==> src/rtl/decode_queue.sv <==
// Instruction queue with combinational RV32I/RV32E decode and register-file read of the head entry.
// Optional feature: define DECODE_QUEUE_WB_BYPASS_EN to forward a same-cycle write-back to rs1/rs2 data.
module decode_queue #(
   parameter int DEPTH    = 4,
   parameter int NUM_REGS = 32
) (
   input  logic        clk,
   input  logic        rst,
   input  logic        flush_i,
   input  logic        in_valid_i,
   output logic        in_ready_o,
   input  logic [31:0] inst_i,
   input  logic        wb_rd_write_en_i,
   input  logic [4:0]  wb_rd_id_i,
   input  logic [31:0] wb_rd_write_data_i,
   output logic        out_valid_o,
   input  logic        out_ready_i,
   output logic [4:0]  decode_rs1_id_o,
   output logic [4:0]  decode_rs2_id_o,
   output logic [4:0]  decode_rd_id_o,
   output logic [11:0] decode_csr_id_o,
   output logic [9:0]  decode_opcode_info_o,
   output logic [5:0]  decode_branch_info_o,
   output logic [7:0]  decode_load_store_info_o,
   output logic [5:0]  decode_csr_info_o,
   output logic [2:0]  decode_sys_info_o,
   output logic        decode_illegal_o,
   output logic        decode_rd_write_en_o,
   output logic [31:0] decode_imm_o,
   output logic [31:0] regfile_rs1_rdata_o,
   output logic [31:0] regfile_rs2_rdata_o
);
   localparam int PW  = $clog2(DEPTH);
   localparam int RIW = $clog2(NUM_REGS);

   localparam logic [6:0] OPC_OP_IMM = 7'b0010011;
   localparam logic [6:0] OPC_OP     = 7'b0110011;
   localparam logic [6:0] OPC_LUI    = 7'b0110111;
   localparam logic [6:0] OPC_AUIPC  = 7'b0010111;
   localparam logic [6:0] OPC_JAL    = 7'b1101111;
   localparam logic [6:0] OPC_JALR   = 7'b1100111;
   localparam logic [6:0] OPC_BRANCH = 7'b1100011;
   localparam logic [6:0] OPC_LOAD   = 7'b0000011;
   localparam logic [6:0] OPC_STORE  = 7'b0100011;
   localparam logic [6:0] OPC_SYSTEM = 7'b1110011;

   // ---------------- instruction FIFO ----------------
   logic [31:0]   mem [DEPTH];
   logic [PW-1:0] rd_ptr, wr_ptr;
   logic [PW:0]   count;
   logic          push, pop;

   assign in_ready_o  = (count != (PW+1)'(DEPTH));
   assign out_valid_o = (count != '0);
   assign push        = in_valid_i & in_ready_o;
   assign pop         = out_valid_o & out_ready_i;

   always_ff @(posedge clk) begin
      if (!rst || flush_i) begin
         rd_ptr <= '0;
         wr_ptr <= '0;
         count  <= '0;
      end else begin
         if (push) wr_ptr <= wr_ptr + PW'(1);
         if (pop)  rd_ptr <= rd_ptr + PW'(1);
         case ({push, pop})
            2'b10:   count <= count + (PW+1)'(1);
            2'b01:   count <= count - (PW+1)'(1);
            default: ;
         endcase
      end
   end

   // Storage needs no reset: entries are only observed while counted as valid.
   always_ff @(posedge clk) begin
      if (rst && !flush_i && push) mem[wr_ptr] <= inst_i;
   end

   // ---------------- register file ----------------
   logic [31:0] regs [NUM_REGS];
   logic        wb_ok;

   assign wb_ok = wb_rd_write_en_i && (wb_rd_id_i != '0) && (NUM_REGS == 32 || !wb_rd_id_i[4]);

   always_ff @(posedge clk) begin
      if (!rst) begin
         for (int i = 0; i < NUM_REGS; i++) regs[i] <= '0;
      end else if (wb_ok) begin
         regs[wb_rd_id_i[RIW-1:0]] <= wb_rd_write_data_i;
      end
   end

   logic [31:0] head, rs1_val, rs2_val;
   logic [4:0]  rs1_id, rs2_id, rd_id;
   logic [2:0]  f3;
   logic [6:0]  f7;

   assign head   = mem[rd_ptr];
   assign rs1_id = head[19:15];
   assign rs2_id = head[24:20];
   assign rd_id  = head[11:7];
   assign f3     = head[14:12];
   assign f7     = head[31:25];

   always_comb begin
      rs1_val = '0;
      rs2_val = '0;
      if (rs1_id != '0 && (NUM_REGS == 32 || !rs1_id[4])) rs1_val = regs[rs1_id[RIW-1:0]];
      if (rs2_id != '0 && (NUM_REGS == 32 || !rs2_id[4])) rs2_val = regs[rs2_id[RIW-1:0]];
`ifdef DECODE_QUEUE_WB_BYPASS_EN
      if (wb_ok && wb_rd_id_i == rs1_id) rs1_val = wb_rd_write_data_i;
      if (wb_ok && wb_rd_id_i == rs2_id) rs2_val = wb_rd_write_data_i;
`endif
   end

   // ---------------- decode of the head entry ----------------
   logic [31:0] imm_i, imm_s, imm_b, imm_j, imm_u, imm;
   logic [9:0]  op;
   logic [5:0]  br, csr;
   logic [7:0]  ls;
   logic [2:0]  sys;
   logic        legal, use_rs1, use_rs2, use_rd, illegal;

   assign imm_i = {{20{head[31]}}, head[31:20]};
   assign imm_s = {{20{head[31]}}, head[31:25], head[11:7]};
   assign imm_b = {{19{head[31]}}, head[31], head[7], head[30:25], head[11:8], 1'b0};
   assign imm_j = {{11{head[31]}}, head[31], head[19:12], head[20], head[30:21], 1'b0};
   assign imm_u = {head[31:12], 12'b0};

   always_comb begin
      op      = '0;
      br      = '0;
      ls      = '0;
      csr     = '0;
      sys     = '0;
      imm     = '0;
      legal   = 1'b0;
      use_rs1 = 1'b0;
      use_rs2 = 1'b0;
      use_rd  = 1'b0;
      case (head[6:0])
         OPC_OP_IMM: begin
            op[9]   = 1'b1;
            legal   = (f3 == 3'd1) ? (f7 == 7'h00) :
                      (f3 == 3'd5) ? (f7 == 7'h00 || f7 == 7'h20) : 1'b1;
            use_rs1 = 1'b1;
            use_rd  = 1'b1;
            imm     = imm_i;
         end
         OPC_OP: begin
            op[8]   = 1'b1;
            legal   = (f7 == 7'h00) || (f7 == 7'h20 && (f3 == 3'd0 || f3 == 3'd5));
            use_rs1 = 1'b1;
            use_rs2 = 1'b1;
            use_rd  = 1'b1;
         end
         OPC_LUI:   begin op[7] = 1'b1; legal = 1'b1; use_rd = 1'b1; imm = imm_u; end
         OPC_AUIPC: begin op[6] = 1'b1; legal = 1'b1; use_rd = 1'b1; imm = imm_u; end
         OPC_JAL:   begin op[5] = 1'b1; legal = 1'b1; use_rd = 1'b1; imm = imm_j; end
         OPC_JALR: begin
            op[4]   = 1'b1;
            legal   = (f3 == 3'd0);
            use_rs1 = 1'b1;
            use_rd  = 1'b1;
            imm     = imm_i;
         end
         OPC_BRANCH: begin
            op[3] = 1'b1;
            case (f3)
               3'd0: br[0] = 1'b1;
               3'd1: br[1] = 1'b1;
               3'd4: br[2] = 1'b1;
               3'd5: br[3] = 1'b1;
               3'd6: br[4] = 1'b1;
               3'd7: br[5] = 1'b1;
               default: ;
            endcase
            legal   = |br;
            use_rs1 = 1'b1;
            use_rs2 = 1'b1;
            imm     = imm_b;
         end
         OPC_LOAD: begin
            op[2] = 1'b1;
            case (f3)
               3'd0: ls[0] = 1'b1;
               3'd1: ls[1] = 1'b1;
               3'd2: ls[2] = 1'b1;
               3'd4: ls[3] = 1'b1;
               3'd5: ls[4] = 1'b1;
               default: ;
            endcase
            legal   = |ls;
            use_rs1 = 1'b1;
            use_rd  = 1'b1;
            imm     = imm_i;
         end
         OPC_STORE: begin
            op[1] = 1'b1;
            case (f3)
               3'd0: ls[5] = 1'b1;
               3'd1: ls[6] = 1'b1;
               3'd2: ls[7] = 1'b1;
               default: ;
            endcase
            legal   = |ls;
            use_rs1 = 1'b1;
            use_rs2 = 1'b1;
            imm     = imm_s;
         end
         OPC_SYSTEM: begin
            op[0] = 1'b1;
            if (f3 == 3'd0) begin
               // Privileged forms must match the whole word; other encodings are reserved.
               if (head == 32'h0000_0073)      sys[2] = 1'b1;
               else if (head == 32'h0010_0073) sys[1] = 1'b1;
               else if (head == 32'h3020_0073) sys[0] = 1'b1;
               legal = |sys;
            end else begin
               case (f3)
                  3'd1: csr[0] = 1'b1;
                  3'd2: csr[1] = 1'b1;
                  3'd3: csr[2] = 1'b1;
                  3'd5: csr[3] = 1'b1;
                  3'd6: csr[4] = 1'b1;
                  3'd7: csr[5] = 1'b1;
                  default: ;
               endcase
               legal   = |csr;
               use_rd  = 1'b1;
               use_rs1 = !f3[2];
            end
         end
         default: ;
      endcase
   end

   assign illegal = !legal ||
                    (NUM_REGS == 16 && ((use_rs1 && rs1_id[4]) || (use_rs2 && rs2_id[4]) ||
                                        (use_rd && rd_id[4])));

   always_comb begin
      decode_rs1_id_o          = '0;
      decode_rs2_id_o          = '0;
      decode_rd_id_o           = '0;
      decode_csr_id_o          = '0;
      decode_opcode_info_o     = '0;
      decode_branch_info_o     = '0;
      decode_load_store_info_o = '0;
      decode_csr_info_o        = '0;
      decode_sys_info_o        = '0;
      decode_illegal_o         = 1'b0;
      decode_rd_write_en_o     = 1'b0;
      decode_imm_o             = '0;
      regfile_rs1_rdata_o      = '0;
      regfile_rs2_rdata_o      = '0;
      if (out_valid_o) begin
         decode_rs1_id_o     = rs1_id;
         decode_rs2_id_o     = rs2_id;
         decode_rd_id_o      = rd_id;
         decode_csr_id_o     = head[31:20];
         decode_illegal_o    = illegal;
         regfile_rs1_rdata_o = rs1_val;
         regfile_rs2_rdata_o = rs2_val;
         if (!illegal) begin
            decode_opcode_info_o     = op;
            decode_branch_info_o     = br;
            decode_load_store_info_o = ls;
            decode_csr_info_o        = csr;
            decode_sys_info_o        = sys;
            decode_rd_write_en_o     = use_rd;
            decode_imm_o             = imm;
         end
      end
   end
endmodule
==> config.mk <==
export PLATFORM = sky130hd
export DESIGN_NAME = decode_queue
export DESIGN_NICKNAME = d
export VERILOG_FILES = /design/src/rtl/decode_queue.sv
export SDC_FILE = /design/constraint.sdc
export NUM_CORES = 2
export LEC_CHECK = 0
export BUFFER_PORTS_ARGS = -buffer_cell sky130_fd_sc_hd__buf_2
export CORE_ASPECT_RATIO = 1.4
export CORE_MARGIN = 4
export CORE_UTILIZATION = 50
export DETAILED_ROUTE_END_ITERATION = 10
export PLACE_DENSITY = 0.69
export SYNTH_ARGS = -nofsm -noshare
export SYNTH_HDL_FRONTEND = slang
export SYNTH_SLANG_ARGS = --single-unit
export TNS_END_PERCENT = 100
==> constraint.sdc <==
create_clock -name clk -period 4.5 [get_ports clk]
set_clock_uncertainty 0.1 [all_clocks]
set_input_delay 0.9 -clock clk [delete_from_list [all_inputs] [get_ports clk]]
set_output_delay 0.9 -clock clk [all_outputs]
set_load 0.05 [all_outputs]
# Word level (Yosys, flattened, before mapping)
# Memories as Yosys holds them, arrays and structs flattened. A register that Yosys moved wholly into a read port is not among the register bits.
# Index checks and enable logic that the tools add are counted.
# totals
mem_bits_rw,1152
mem_count,2
out_inout_bits,160
word_cells,165
regBits,7
in_bits,75
# op_classes
muxes,102
addsub,4
eq_ne,24
bitwise,2
n_reduce_logical,28
# memory_table
memory,words,width,read_ports,rd_clocked_by_memory_dff,wr,line,rtl
regs,32,32,2,0,32,80,logic [31:0] regs [NUM_REGS];
mem,4,32,1,1,1,48,logic [31:0] mem [DEPTH];
# ops
operator,count
$mux 32,7
$pmux 32 s5,1
$mux 1,64
$mux 6,7
$eq 32x21->1 const B,1
$eq 32x30->1 const B,1
$eq 32x7->1 const B,1
$reduce_or 32->1,1
$eq 7x6->1 const B,4
$eq 7x7->1 const B,4
$mux 5,5
$mux 10,2
$mux 8,2
$mux 3,5
$reduce_bool 5->1,3
$eq 7x5->1 const B,2
$eq 3x3->1 const B,4
$mux 12,1
$reduce_or 3->1,4
$reduce_or 6->1,2
$mux 2,5
$pmux 1 s8,1
$eq 7x2->1 const B,1
$logic_not 7->1,1
20 further kinds,31

# Longest topological paths before layout
# logic_depth
depth_word,11
ltp_mapped,13
mapped_depth_nobuf,9

# Worst setup path before layout
# No wires, ideal clock.
# synth_path
path_kind,reg2out
from,reg (tool-made name)
to,out decode_imm_o[10]
t_arrival_ns,4.049
path_stages_with_launch,12
path_buffers,4
required_ns,3.500
setup_slack_ns,-0.549
cell_sequence,dfxtp_1 -> buf_6 -> buf_6 -> mux4_2 -> nor4_2 -> nand4_1 -> or4_1 -> o31a_1 -> and4b_1 -> buf_6 -> buf_6 -> nor3b_1
# synth_lines
element,line,rtl
"end, declared",29,"output logic [31:0] decode_imm_o,"

==> summary.txt <==
Finish
  • Final Net Count: 5,532
  • Fill cells: 7,753
  • Reg area: 34,800 um2
  • Synthesis-to-layout area growth: 33.1%
  • Utilization after layout: 67.1%
  • Final Cell Area: 81,300 um2
  • Layout cells sized above 1: 37.2%
  • Area of the multi-input gates: 28,700 um2

Global routing
  • First-pass GRT wire length: 316 mm
  • Antenna violations before repair: 18
  • Overall track demand over capacity in global routing: 34.4%
  • Total gr overflow: 0
  • Largest net degree at the start of global routing: 91
  • Vias in the first global route: 46.0k

Critical path
  • CP max FO: 10
  • R2R cell count: 11
  • R2r setup slk: 1.65 ns
  • R2R Path Start: count[2]
  • Critical-path cell list: mux4_4 > nor4_4 > nand4_1 > or4_4 > o31a_1 > and4b_4 > buf_6 > nor3b_4 > buf_6
  • Critical path's top delay family: simple AND/OR/NAND/NOR gates
  • Worst setup path class: reg -> out
  • Critical R2R Capture: count[2]
  • Worst Path Required: 3.50 ns
  • CP peak stage delay: 0.71 ns
  • Most common cell on crit path: buf_6
  • Slowest CP cell: mux4_4
  • Critical path launch point type: flop
  • Crit path arrival time: 4.08 ns
  • Buffers and inverters on the worst path: 2
  • Crit end category: output port

Floorplan
  • Die width: 303 um
  • Die extent in y: 422 um
  • Die ar.: 128,000 um2
  • Core Area: 121,000 um2
  • Ports: 235
  • Site row count: 151
  • Initial core utilization: 50.4%

Logic synthesis
  • EDFF count, synth: 1,152
  • Mapped Cells: 4,848
  • Netlist cell types: 60
  • Top FF cell, synth: edfxtp_1
  • Post-synthesis cell area: 61,100 um2
  • FFs w/ async S/R, synth: 0%
  • Synth top area share: 56.6%
  • Yosys warning count: 0
  • Sequential area share after synthesis: 56.9%
  • Average cell area after synthesis: 12.6 um2
  • Yosys top cell by area: edfxtp_1
  • Largest cells by area after synthesis: edfxtp_1, mux4_2, and2_1, nand2_1, mux2i_1
  • Yosys reg bits: 1,161

Pwr
  • Int Pwr: 19,800 uW
  • PD cells: 330 nW/um2
  • Seq pwr share: 47.4%
  • Power Total: 26,800 uW
  • VDD IR-drop max: 0.336 mV
  • Leak: 0.0298 uW
  • Logic pwr share: 15.2%
  • Switching power: 6990 uW
  • Clock power frac: 37.4%
  • Switching Fraction: 26.0%

STA
  • Worst-Margin Slew: 1.11 ns
  • Tmin final: 5.08 ns
  • Slew Limit Fails: 0
  • Worst setup margin: -0.576 ns
  • Final period util: 113%
  • Hold WS: 0.264 ns
  • Slew Limit Headroom: 25.5%
  • Final Hold Viols: 0
  • Fmax: 197 MHz
  • Final setup viols: 112
  • RSZ-0062 raised after global routing: true

Worst hold path
  • Hold depth: 1
  • Worst hold endpoint: mem[2][8]
  • Hold path start: inst_i[8]
  • Hold Path Class: in -> reg

Routing
  • Total number of vias: 48.9k
  • DR DRC count: 0
  • Detailed-route vias per instance: 6.83
  • Final ANT Viol Nets: 0
  • Initial drt markers: 7,680
  • Drt wl/cell: 34.5 um
  • First-pass iteration count of the detailed router: 9
  • Routed WL: 247 mm

Place
  • Place WS: 0.0668 ns
  • DP Area: 67,900 um2
  • IO Port Bufs: 234
  • Routability cong.: 0.948
  • Post-DP HPWL: 133 mm

Clocking
  • Clk root buf: clkbuf_16
  • Hold buffers post-CTS: 0
  • Worst skew pair latency: 0.76 ns
  • H-tree Lvls: 3
  • Clock slew at reported path FFs: 0.06 ns
  • Max clock buf depth: 3
  • CTS tree: built
  • CTS sink cnt: 1,161
  • TritonCTS Buffers: 107

Run
  • Max Cap Viol: 0

Status
  • Status: finished with violations
  • Failing checks: negative setup slack
repair_timing:
action | 4_1_cts | 5_1_grt
endpoints found under the setup margin | 125 | 126
resized for setup | 346 | 723
cloned | 24 | 67
pin swaps | 41 | 219
setup buffers | 90 | 220
power by group through the flow:
stage,Clock (uW),Sequential [uW],Combinational (uW)
2_1_floorplan,0,12800,1700
3_3_place_gp,0,12900,3020
3_5_place_dp,0,12900,3050
4_1_cts,9990,12700,3330
5_1_grt,10500,12800,4140
6_report,10000,12700,4080
flip-flops by register name, summed over array words and instances (netlist names), named ones only:
| signal | flops |
|---|---|
| regs | 1024 |
| count | 3 |
| mem | 128 |
| rd_ptr | 2 |
| wr_ptr | 2 |
per-stage QoR:
step / TNS (ns) / std cells
global placement: 0 / 6586
global route: -51.97 / 7147
floorplan: -1.15 / 4879
detailed placement: 0 / 6586
finish: -45.05 / 7159
CTS: -40.52 / 6887
per-layer routing:
layer / routed length, um / GRT usage, %
met5: 182 / 0
met4: 24900 / 23.6
met3: 34800 / 9.17
met2: 112000 / 55.3
met1: 74500 / 40.1
worst max path at each step:
stage / endpoint / slack [ns] / cells after the start / start
after floorplan: decode_opcode_info_o[2] / -0.25 / 11 / flop
after global placement: regfile_rs2_rdata_o[24] / 0.06 / 11 / flop
after detailed placement: regfile_rs2_rdata_o[24] / 0.07 / 11 / flop
after CTS: decode_opcode_info_o[9] / -0.49 / 9 / flop
after global routing: decode_imm_o[9] / -0.68 / 11 / flop
final: decode_imm_o[9] / -0.58 / 9 / flop
worst register-to-register path, stage by stage, from the launching register on:
cell	delay (ns)
dfxtp_1	0.38
nor3_2	0.07
buf_4	0.17
inv_1	0.09
buf_4	0.34
and2_1	0.34
ha_1	0.24
inv_1	0.06
fa_1	0.38
xor2_1	0.16
or3_1	0.30
a21oi_1	0.15
layout make-up:
cell class	count	area share [%]
clock buffers	127	3.52
inverters	10	0.0462
diodes	17	0.0523
multi-input cells	3237	35.3
clock inverters	67	1.13
repair buffers	934	14.7
well taps	1606	2.47
flip-flops and latches	1161	42.8
cells in the mapped netlist (all sizes together) (21+ instances only):
cell type	count
nor4	36
a22oi	164
nor2	92
edfxtp	1152
or3	21
nor3	33
nand3	264
a21o	32
buf	97
clkbuf	375
and2	1018
a221oi	40
o21ai	45
a21oi	240
nand2	572
mux2i	190
mux4	326
logic make-up after synthesis:
kind of cell    Yosys count  synth area share (%)
compound gates          584                  6.07
xor+xnor                  6                0.0860
fa+ha+maj                 6                 0.135
buf+inv                 482                  3.25
flops                  1161                  56.9
mux                     524                  15.3
other cells               1               0.00614
simple gates           2084                  18.2
cell usage in the layout, fill, tap and decap left out, types with 17 or more instances in the layout:
cell,netlist,final
nand3_2,0,55
and2_1,1018,1015
nor2_1,92,42
edfxtp_1,1152,1152
clkbuf_16,0,171
buf_16,0,43
buf_2,52,113
mux2i_1,190,174
buf_8,0,34
nand2_1,572,531
buf_4,18,335
a21oi_4,0,44
buf_12,0,185
a221oi_4,0,20
a22oi_2,0,97
bufinv_16,0,21
diode_2,0,17
a21oi_2,0,104
nand3_1,264,204
o21ai_4,0,32
o22ai_1,18,17
buf_6,6,155
nand2_2,0,30
clkinv_2,0,19
nor3_4,0,23
mux4_2,325,325
a22oi_1,164,67
a21o_1,32,18
or3_4,0,18
nor2_4,0,46
conb_1,1,32
a21oi_1,240,92
Note: power is estimated with default switching activity, not from simulation.
